--- src/rtl/counter_seq_ctrl_pkg.sv ---
// Shared types and constants for the two-requester counter job sequencer.
package counter_seq_pkg;

    typedef enum logic [1:0] {
        IDLE = 2'b00,
        LOAD = 2'b01,
        RUN  = 2'b10,
        FIN  = 2'b11
    } state_t;

    localparam logic [1:0] MODE_ADD3 = 2'b00;
    localparam logic [1:0] MODE_ADD1 = 2'b01;
    localparam logic [1:0] MODE_HOLD = 2'b11;

    localparam int REQ_N = 2;

endpackage

--- src/rtl/counter_seq_ctrl_rr_arb2.sv ---
// Two-way round-robin grant; the last-served pointer moves only when a grant is taken.
// Combinational grant, registered pointer; grant is forced to zero while en is low.
module rr_arb2 (
    input  logic       clk,
    input  logic       reset,
    input  logic [1:0] req,
    input  logic       en,
    output logic [1:0] grant
);

    logic last;

    always_comb begin
        grant = 2'b00;
        if (en) begin
            case (req)
                2'b01:   grant = 2'b01;
                2'b10:   grant = 2'b10;
                2'b11:   grant = last ? 2'b01 : 2'b10;
                default: grant = 2'b00;
            endcase
        end
    end

    // Pointer resets to 1 so requester 0 wins the first tie.
    always_ff @(posedge clk or negedge reset) begin
        if (!reset)
            last <= 1'b1;
        else if (|(req & grant))
            last <= grant[1];
    end

endmodule

--- src/rtl/counter_seq_ctrl.sv ---
// Arbitrates two counting jobs onto one shared load/step counter and returns the final count.
// Job latency N+3 cycles from accept to next possible accept; requests only accepted in IDLE.
module counter_seq_ctrl
    import counter_seq_pkg::*;
#(
    parameter int CW = 4,
    parameter int SW = 4
) (
    input  logic                 clk,
    input  logic                 reset,
    input  logic [REQ_N-1:0]     req_valid,
    output logic [REQ_N-1:0]     req_ready,
    input  logic [2*CW-1:0]      req_start,
    input  logic [3:0]           req_mode,
    input  logic [2*SW-1:0]      req_steps,
    output logic                 ctr_load,
    output logic                 ctr_count_en,
    output logic [1:0]           ctr_c,
    output logic [CW-1:0]        ctr_data,
    input  logic [CW-1:0]        ctr_count,
    output logic                 busy,
    output logic [REQ_N-1:0]     done,
    output logic [CW-1:0]        result
);

    state_t          state;
    state_t          state_nxt;
    logic [CW-1:0]   job_start;
    logic [1:0]      job_mode;
    logic [SW-1:0]   job_steps;
    logic [SW-1:0]   remaining;
    logic            job_owner;
    logic [1:0]      grant;
    logic            accept;
    logic            sel;

    rr_arb2 u_arb (
        .clk   (clk),
        .reset (reset),
        .req   (req_valid),
        .en    (state == IDLE),
        .grant (grant)
    );

    assign req_ready = grant;
    assign accept    = |(req_valid & grant);
    assign sel       = grant[1];

    always_comb begin
        state_nxt = state;
        case (state)
            IDLE:    if (accept) state_nxt = LOAD;
            LOAD:    state_nxt = (job_steps == '0) ? FIN : RUN;
            RUN:     if (remaining == SW'(1)) state_nxt = FIN;
            FIN:     state_nxt = IDLE;
            default: state_nxt = IDLE;
        endcase
    end

    // Job fields are captured only on the accept edge, so later req_* changes cannot disturb a running job.
    always_ff @(posedge clk or negedge reset) begin
        if (!reset) begin
            state     <= IDLE;
            job_start <= '0;
            job_mode  <= '0;
            job_steps <= '0;
            remaining <= '0;
            job_owner <= 1'b0;
        end else begin
            state <= state_nxt;
            if (state == IDLE && accept) begin
                job_start <= sel ? req_start[2*CW-1:CW] : req_start[CW-1:0];
                job_mode  <= sel ? req_mode[3:2]        : req_mode[1:0];
                job_steps <= sel ? req_steps[2*SW-1:SW] : req_steps[SW-1:0];
                job_owner <= sel;
            end
            if (state == LOAD)
                remaining <= job_steps;
            else if (state == RUN)
                remaining <= remaining - SW'(1);
        end
    end

    always_comb begin
        ctr_load     = 1'b0;
        ctr_count_en = 1'b0;
        ctr_c        = 2'b00;
        ctr_data     = '0;
        busy         = (state != IDLE);
        done         = '0;
        result       = '0;
        case (state)
            LOAD: begin
                ctr_load = 1'b1;
                ctr_data = job_start;
            end
            RUN: begin
                ctr_count_en = 1'b1;
                ctr_c        = job_mode;
            end
            FIN: begin
                done[job_owner] = 1'b1;
                result          = ctr_count;
            end
            default: ;
        endcase
    end

endmodule
--- config.mk ---
export PLATFORM = sky130hd
export DESIGN_NAME = counter_seq_ctrl
export DESIGN_NICKNAME = d
export VERILOG_FILES = /design/src/rtl/counter_seq_ctrl_pkg.sv /design/src/rtl/counter_seq_ctrl_rr_arb2.sv /design/src/rtl/counter_seq_ctrl.sv
export SDC_FILE = /design/constraint.sdc
export NUM_CORES = 1
export LEC_CHECK = 0
export CAP_MARGIN = 15
export CORE_UTILIZATION = 42
export DETAILED_ROUTE_END_ITERATION = 10
export PLACE_DENSITY = 0.78
export SETUP_SLACK_MARGIN = 0.05
export SLEW_MARGIN = 20
export SYNTH_ARGS = -nofsm -noshare
export SYNTH_HDL_FRONTEND = slang
export SYNTH_HIERARCHICAL = 1
export SYNTH_SLANG_ARGS = --single-unit
--- constraint.sdc ---
create_clock -name clk -period 3.8 [get_ports clk]
set_clock_uncertainty 0.05 [all_clocks]
set_input_delay 0.76 -clock clk [delete_from_list [all_inputs] [get_ports clk]]
set_output_delay 0.76 -clock clk [all_outputs]
set_load 0.02 [all_outputs]
==> reports/qor.yml <==
grt:
  grt_max_degree: 19
  grt_use_total_pct: 19.6
  antenna_found_initial: 0
  grt_pass1_vias: 957
  grt_pass1_wl_mm: 3.98
  grt-ovfl-total: 0
critical_path:
  end_kind: "output port"
  path_common_cell: "clkdlybuf4s50_1"
  crit_path_start_kind: "input port"
  crit_chain: "clkdlybuf4s50_1 -> nand2_1 -> a21oi_1 -> clkdlybuf4s50_1"
  cp.required_ns: 2.99
  cpPeakStageDelay_ns: 0.63
  worstSetupPathType: "in2out"
  r2r_end: "job_owner"
  slowest_stage: "clkdlybuf4s50_1"
  r2r-start: "state[0]"
  rrSetupSlack_ns: 1.11
  critPathLaunch: "req_valid[1]"
  critPathArrivalTime_ns: 2.21
  r2r_cells: 8
  cp_max_fo: 3
power_and_ir_drop:
  p_per_area_nw_per_um2: 730
  peakVddDrop_v: 0.000474
  p_leak_nw: 0.663
  total_power_mw: 1.17
cells_and_area:
  instances_no_fill: 186
  layout.nets: 191
  drive_gt1_share_pct: 10.3
  final_core_util_pct: 64.5
  fin_area_um2: 1600
  fill_cells: 214
  regArea_um2: 452
  multi_input_area_um2: 599
  diodes: 0
  area_delta_synth_final_pct: 44.7
clocking:
  post_cts_resized: 0
  cts.sinks: 18
  cts_tree: "yes"
  numCtsBuffers: 3
  clk_path_buf_depth: 2
  h-tree-depth: 1
  clk_pin_slew_ns: 0.10
  cts_setup_buffers: 0
  cts_root_buf: "clkbuf_4"
  clk_latency_ns: 0.29
  hold_buffers: 0
routing:
  drt-initial-drc-count: 14
  ant_nets: 0
  wirelength_mm: 2.49
  wl_per_cell_um: 13.4
  num_vias: 974
  first_pass_iters: 4
  via_per_inst: 5.24
  drc: 0
floorplan:
  die_area_um2: 2840
  start_util_pct: 44.6
  die_w_um: 53.3
  core_area_um2: 2480
  die-height_um: 53.3
  row_count: 18
  num_io_pins: 45
timing:
  relSlewSlack_pct: 44.9
  rsz0062_at_grt: "false"
  period_share_pct: 79.5
  finalCriticalPeriod_ns: 3.02
  finalSetupTns_ns: 0
  setup_viol: 0
  hold_violations: 0
  timing.fmax_ghz: 0.331
  slew_viol_final: 0
  worst_slew_pin_slew_ns: 0.825
synth:
  netlist_instances: 113
  synth.cell_area_um2: 1100
  synthDistinctLibCells: 32
  ys_ff_latch: 18
  seq_area_frac_synth_pct: 40.9
  synth.avg_cell_area_um2: 9.78
  synth_nets: 147
  ys_warn_count: 6
min_path:
  holdPathEnd: "u_arb/last"
  hold_class: "reg2reg"
  min_from: "u_arb/last"
  hold_path_depth: 2
outcome:
  status: "finished, final reports clean"
placement:
  io_buffers: 44
  gp_congestion: 0.752
  placedCellCount: 182
  dp.final_hpwl_mm: 1.92
  dpl_cell_area_um2: 1560
flow_run:
  maxCapViolations: 0
==> per-layer routing <==
layer / vias to the layer above / track usage, % / share of wire [%]
li1: 482 / - / -
met1: 447 / 21.3 / 42
met2: 43 / 36.5 / 50
met3: 2 / 4.60 / 7.6
met4: 0 / 6.58 / 0.60
met5: - / 0 / 0
==> worst max-delay path, delay by kind of cell <==
family	cells	cell delay (ns)
simple gates	1	0.10
compound gates	1	0.19
buf+inv	2	1.15
==> sequential cells by signal (all words and copies together), names as in the netlist <==
name,cells
job_start,4
u_arb/last,1
remaining,4
state,2
job_owner,1
job_mode,2
job_steps,4
==> kinds of logic (layout without fill, tap and decap cells) <==
| logic type | after synthesis | in the layout | share of synthesized area, % |
|---|---|---|---|
| AOI/OAI and AO/OA | 36 | 36 | 19.6 |
| adders and majority gates | 6 | 6 | 6.79 |
| buffers and inverters | 13 | 56 | 4.87 |
| DFF | 18 | 18 | 40.9 |
| muxes | 15 | 15 | 13.8 |
| and+or+nand+nor | 25 | 25 | 14.0 |
==> worst max-delay path by stage <==
stage                         to  slack [ns]  cells past startpoint
floorplan               state[1]        1.54                      7
global placement    req_ready[0]        0.84                      4
detailed placement     job_owner        0.77                      7
CTS                 req_ready[0]        0.78                      4
global route        req_ready[1]        0.69                      5
finish              req_ready[1]        0.78                      4
==> area by class of cell <==
cell class	instances	area share (%)
sequential	18	28.2
tap	30	2.35
timing repair buffer	45	28.0
multi-input combinational	82	37.5
clock buffer	4	2.27
inverter	7	1.64
==> cell usage in the layout, fill, tap and decap left out, types with 3 or more instances in the layout <==
cell / count
inv_1: 7
o21ai_1: 10
mux2i_1: 13
and2_2: 4
o21ai_0: 12
clkdlybuf4s50_1: 44
and2_1: 7
dfrtp_1: 17
ha_1: 6
a21oi_1: 5
clkbuf_4: 3
nand2_1: 4
==> report_power, final <==
group	switching (mW)	total (mW)	leakage, nW	internal, mW
registers	0.0657	0.355	0.221	0.290
logic	0.364	0.695	0.420	0.331
clock network	0.0590	0.117	0.0210	0.0583
==> through the flow <==
stage	hold WS, ns	setup slack (ns)
final	0.475	0.780
after global routing	0.498	0.688
after CTS	0.474	0.779
after detailed placement	0.457	0.770
after global placement	0.434	0.836
after floorplan	0.414	1.54
==> synthesized netlist by cell type <==
cell type / number / area (um^2)
a22oi_1: 1 / 7.51
nor3_1: 2 / 10.0
a21boi_0: 1 / 7.51
clkbuf_1: 4 / 15.0
a31o_2: 1 / 8.76
a21oi_1: 5 / 25.0
o21ai_0: 12 / 60.1
buf_2: 1 / 5.00
a22oi_2: 1 / 12.5
a311oi_2: 1 / 15.0
dfrtp_1: 17 / 425
buf_4: 1 / 7.51
mux2_1: 2 / 22.5
a21oi_2: 1 / 8.76
nor2_1: 1 / 3.75
nand2_1: 4 / 15.0
or4b_1: 1 / 10.0
nand2b_1: 1 / 6.26
o21ai_1: 10 / 50.1
or3b_4: 1 / 11.3
a2bb2oi_1: 1 / 8.76
inv_1: 7 / 26.3
and2_1: 7 / 43.8
dfstp_2: 1 / 26.3
nor2b_1: 1 / 6.26
o22ai_1: 2 / 12.5
and2_2: 4 / 30.0
and3_2: 1 / 7.51
nand3_1: 1 / 5.00
and3_1: 1 / 6.26
ha_1: 6 / 75.1
mux2i_1: 13 / 130
(Power assumes the default switching activity.)
